===== src/rtl/payment_arbiter.sv =====
`default_nettype none
// ============================================================================
// Module   : payment_arbiter
// Purpose  : Round-robin owner selection for a shared bill-payment engine.
// Revision : 1.0 - initial release
// ============================================================================
module payment_arbiter #(
  parameter int N_TERM  = 4,
  parameter int TIMEOUT = 1000,
  parameter int ID_W    = $clog2(N_TERM)
) (
  input  logic                  clk,
  input  logic                  reset,
  input  logic [N_TERM-1:0]     req,
  input  logic [8*N_TERM-1:0]   bill_amount,
  input  logic                  eng_done,
  input  logic [7:0]            eng_remaining,
  output logic [N_TERM-1:0]     gnt,
  output logic                  busy,
  output logic [ID_W-1:0]       active_id,
  output logic                  eng_start,
  output logic [7:0]            eng_amount,
  output logic                  eng_abort,
  output logic [N_TERM-1:0]     done,
  output logic [N_TERM-1:0]     abort,
  output logic [7:0]            result_amount
);

  typedef enum logic [1:0] {
    S_IDLE    = 2'd0,
    S_GRANT   = 2'd1,
    S_WAIT    = 2'd2,
    S_RELEASE = 2'd3
  } state_t;

  localparam logic [N_TERM-1:0] c_ONE      = {{(N_TERM-1){1'b0}}, 1'b1};
  localparam logic [ID_W-1:0]   c_LAST_ID  = ID_W'(N_TERM - 1);
  localparam logic [15:0]       c_CNT_LAST = 16'(TIMEOUT - 1);

  state_t              r_state;
  logic [ID_W-1:0]     r_ptr;
  logic [15:0]         r_cnt;
  logic [N_TERM-1:0]   r_gnt;
  logic                r_busy;
  logic [ID_W-1:0]     r_active_id;
  logic                r_eng_start;
  logic [7:0]          r_eng_amount;
  logic                r_eng_abort;
  logic [N_TERM-1:0]   r_done;
  logic [N_TERM-1:0]   r_abort;
  logic [7:0]          r_result;

  logic                w_found;
  logic [ID_W-1:0]     w_sel;
  logic [ID_W-1:0]     w_idx;
  logic [N_TERM-1:0]   w_own;

  // Walk the request vector once starting at r_ptr, wrapping at N_TERM-1.
  always_comb begin
    w_found = 1'b0;
    w_sel   = '0;
    w_idx   = r_ptr;
    for (int k = 0; k < N_TERM; k++) begin
      if (!w_found && req[w_idx]) begin
        w_found = 1'b1;
        w_sel   = w_idx;
      end
      w_idx = (w_idx == c_LAST_ID) ? '0 : w_idx + 1'b1;
    end
  end

  assign w_own = c_ONE << r_active_id;

  always_ff @(posedge clk or posedge reset) begin
    if (reset) begin
      r_state      <= S_IDLE;
      r_ptr        <= '0;
      r_cnt        <= '0;
      r_gnt        <= '0;
      r_busy       <= 1'b0;
      r_active_id  <= '0;
      r_eng_start  <= 1'b0;
      r_eng_amount <= '0;
      r_eng_abort  <= 1'b0;
      r_done       <= '0;
      r_abort      <= '0;
      r_result     <= '0;
    end else begin
      case (r_state)
        S_IDLE: begin
          if (w_found) begin
            r_active_id  <= w_sel;
            r_eng_amount <= bill_amount[{w_sel, 3'b000} +: 8];
            r_gnt        <= c_ONE << w_sel;
            r_busy       <= 1'b1;
            r_eng_start  <= 1'b1;
            r_state      <= S_GRANT;
          end
        end
        S_GRANT: begin
          r_eng_start <= 1'b0;
          r_cnt       <= '0;
          r_state     <= S_WAIT;
        end
        S_WAIT: begin
          // Completion outranks withdrawal and timeout in the same cycle.
          if (eng_done) begin
            r_result <= eng_remaining;
            r_done   <= w_own;
            r_gnt    <= '0;
            r_state  <= S_RELEASE;
          end else if (!req[r_active_id] || (r_cnt == c_CNT_LAST)) begin
            r_result    <= '0;
            r_abort     <= w_own;
            r_eng_abort <= 1'b1;
            r_gnt       <= '0;
            r_state     <= S_RELEASE;
          end else begin
            r_cnt <= r_cnt + 16'd1;
          end
        end
        S_RELEASE: begin
          r_done      <= '0;
          r_abort     <= '0;
          r_eng_abort <= 1'b0;
          r_busy      <= 1'b0;
          r_ptr       <= (r_active_id == c_LAST_ID) ? '0 : r_active_id + 1'b1;
          r_state     <= S_IDLE;
        end
        default: r_state <= S_IDLE;
      endcase
    end
  end

  assign gnt           = r_gnt;
  assign busy          = r_busy;
  assign active_id     = r_active_id;
  assign eng_start     = r_eng_start;
  assign eng_amount    = r_eng_amount;
  assign eng_abort     = r_eng_abort;
  assign done          = r_done;
  assign abort         = r_abort;
  assign result_amount = r_result;

endmodule
`default_nettype wire


===== config.mk =====
export PLATFORM = sky130hd
export DESIGN_NAME = payment_arbiter
export DESIGN_NICKNAME = d
export VERILOG_FILES = /design/src/rtl/payment_arbiter.sv
export SDC_FILE = /design/constraint.sdc
export NUM_CORES = 1
export LEC_CHECK = 0
export CORE_UTILIZATION = 44
export DETAILED_ROUTE_END_ITERATION = 16
export PLACE_DENSITY_LB_ADDON = 0.25
export SLEW_MARGIN = 20
export SYNTH_ARGS = -nofsm -noshare
export SYNTH_HDL_FRONTEND = slang
export SYNTH_SLANG_ARGS = --single-unit

===== constraint.sdc =====
create_clock -name clk -period 2.5 [get_ports clk]
set_clock_uncertainty 0.2 [all_clocks]
set_input_delay 0.375 -clock clk [delete_from_list [all_inputs] [get_ports clk]]
set_output_delay 0.375 -clock clk [all_outputs]
set_load 0.05 [all_outputs]

==> summary.txt <==
Synth
  • Sequential area share after synthesis: 0.436
  • Yosys reg bits: 53
  • Post-Syn Instances: 307
  • Synth Warn #: 0
  • Syn Area/Cell: 9.92 um^2
  • Synth cell count leaders: 53 x dfrtp_1, 28 x nand2_1, 28 x o21ai_0
  • Ys flop type: dfrtp_1
  • EDFF count, synth: 0
  • Mapped Area: 3040 um^2
  • Ys async rst share: 1.00
  • Synth top area cells: dfrtp_1 44%, mux2i_1 5.6%, o21ai_0 4.6%, ha_1 4.5%, nand2_1 3.5%
  • Synth area leader: dfrtp_1
  • Post-synth top area share: 0.436
  • Yosys cell types: 51
  • Most frequent cell after synthesis: dfrtp_1
  • Synth Net Count: 365

Worst setup path
  • Setup crit end: eng_amount[7]
  • R2r endpoint: eng_amount[7]
  • CP Buf/Inv Count: 0
  • Slowest stage delay, CP: 490 ps
  • Worst path cell trace: ha_4 > or4b_4 > o211ai_4 > nor3b_4 > nand2b_1 > or2_1 > o211a_1
  • CP max FO: 4
  • CP top delay family: simple AND/OR/NAND/NOR gates
  • Critical path type: reg -> reg
  • Setup crit end kind: register
  • Reg2reg path depth: 7
  • Reg2Reg Launch Point: r_ptr[1]
  • Critical Path Stages: 7
  • Critical path launch point: r_ptr[1]
  • Crit path launch type: register
  • Worst path slowest cell: or4b_4
  • Reg-to-reg slack, setup: 90 ps
  • Worst Path Required: 2490 ps
  • Crit path DAT: 2400 ps

CTS
  • Clock input transition at the sequential cells of the worst setup and hold paths: 100 ps
  • # hold bufs at CTS: 0
  • CTS tree: done
  • Root Driver: clkbuf_8
  • Clock sink total: 53
  • Inserted Clock Buffers: 5
  • H-tree depth: 2
  • Clk buf depth: 2
  • Skew-Pair Late Insertion Delay: 300 ps

STA
  • Post-layout min period: 2410 ps
  • Final period util: 0.965
  • Max Slew Vio Count: 0
  • Hold slack: 227 ps
  • Setup TNS: 0 ps
  • PnR worst setup slack: 87.7 ps
  • Endpoints failing setup: 0
  • Worst-Margin Slew: 562 ps
  • Achievable Freq: 415 MHz
  • RSZ-0062 raised after global routing: false
  • Number of failing hold endpoints at the final stage: 0
  • Rel. slew slack: 0.623

Status
  • Status: completed

Route
  • Post-route ant nets: 0
  • Detailed Route Iter0 Violations: 170
  • WL final: 7.23 mm
  • Routed WL per cell: 14.8 um
  • Vias per std cell: 5.58
  • Via count: 2719
  • DRC errors left: 0
  • Initial DRT Pass Iterations: 4

Layout
  • Layout cells sized above 1: 0.151
  • Ant. Diodes: 0
  • Fillers: 508
  • Multi-input logic area: 1680 um^2
  • Layout Nets: 467
  • Synth-to-Final Area Change: 41.9%
  • Register area: 1330 um^2

Floorplanning
  • Rows: 29
  • Number of I/O pins: 80
  • Die Area: 7250 um^2
  • Core Box Area: 6490 um^2
  • Initial Util: 0.469
  • Die height: 85.2 um
  • Die Wd: 85.2 um

GRT
  • Initial antenna violation count: 0
  • Gr ovfl total: 0
  • Gr usage total: 0.213
  • First-pass GRT wire length: 12.6 mm
  • Pin count of the biggest net entering global routing: 54
  • Vias in the first global route: 2776

Pwr
  • Maximum VDD drop: 0.000668 V
  • Leakage: 1.94 nW
  • Power Density: 1290 nW/um^2

Hold path
  • Hold Path Class: in -> async

Placement
  • # port buffers: 79
  • Pre-CTS setup slack: -247 ps
  • Routability cong.: 0.810
  • Final HPWL DP: 5.38 mm

Run
  • Max cap viols: 0
[flip-flops by register name, indices dropped and copies added (netlist names), 2 cells and up]
name and flops:
r_cnt 16, eng_amount 8, result_amount 8, abort 4, done 4, gnt 4, active_id 2, r_ptr 2
r_state 2
[stage by stage]
step / power, mW / util / area, um^2 / cells
global placement: 4.83 / 0.638 / 4150 / 478
detailed placement: 4.88 / 0.638 / 4150 / 478
global route: 5.96 / 0.665 / 4320 / 487
floorplan: 3.67 / - / 3080 / 307
finish: 5.57 / 0.665 / 4320 / 487
CTS: 5.50 / 0.657 / 4270 / 486
[area by class of cell]
type	instances	share of cell area
clock buffers	6	0.0191
clock inverters	2	0.00869
inverters	9	0.00782
multi-input cells	229	0.388
flip-flops and latches	53	0.307
well taps	77	0.0223
repair buffers	111	0.247
[timing repair]
item | in CTS | in global routing
endpoints found under the setup margin | 0 | 16
setup buffers | 0 | 1
resized for setup | 0 | 12
[how the worst min path moves through the flow]
stage | depth (start not counted) | to | slack [ps] | start
after floorplan | 1 | r_cnt[6] | 250 | r_cnt[6]
after global placement | 2 | done[3] | 280 | done[3]
after detailed placement | 1 | result_amount[6] | 280 | result_amount[6]
after CTS | 3 | r_cnt[5] | 230 | reset
after global routing | 3 | result_amount[3] | 230 | reset
final | 3 | r_cnt[5] | 230 | reset
[cells in the final DEF (no fill, tap or decap), types with 5 or more instances in the layout]
cell type	n
a211o_1	7
a22o_1	11
and3_1	8
buf_4	28
clkbuf_8	6
clkdlybuf4s50_1	78
dfrtp_1	53
ha_1	10
inv_1	8
mux2_2	6
mux2i_1	16
nand2_1	28
nand2b_1	6
nand3_1	17
nand4_1	6
nor2_1	15
nor2b_1	8
o211ai_1	8
o21ai_0	26
xor2_1	5
[worst reg2reg max path, stage by stage, from the launching register on]
cell	delay, ps
dfrtp_1	420
ha_4	250
or4b_4	490
o211ai_4	130
nor3b_4	80
nand2b_1	200
or2_1	300
o211a_1	240
[kinds of logic (layout without fill, tap and decap cells)]
group / count (synthesis) / count (layout) / synth area share
AO/OA/AOI/OAI: 79 / 79 / 0.186
XOR/XNOR: 7 / 7 / 0.0201
adder cells (fa/ha/maj): 11 / 11 / 0.0452
buffers and inverters: 25 / 128 / 0.0358
flip-flops: 53 / 53 / 0.436
multiplexers: 25 / 25 / 0.0904
AND/OR/NAND/NOR: 107 / 107 / 0.187
[per-layer routing]
layer  share of wire  track usage
met2            0.50        0.361
met3           0.051       0.0409
met4          0.0064       0.0431
met5               0            0
met1            0.45        0.285
[where the power goes]
part	internal (mW)	switching (mW)	leakage [nW]
Combinational	1.53	2.09	1.19
Sequential	1.14	0.199	0.692
Clock	0.326	0.278	0.0574
Total	3.00	2.57	1.94
(Power assumes the default switching activity.)
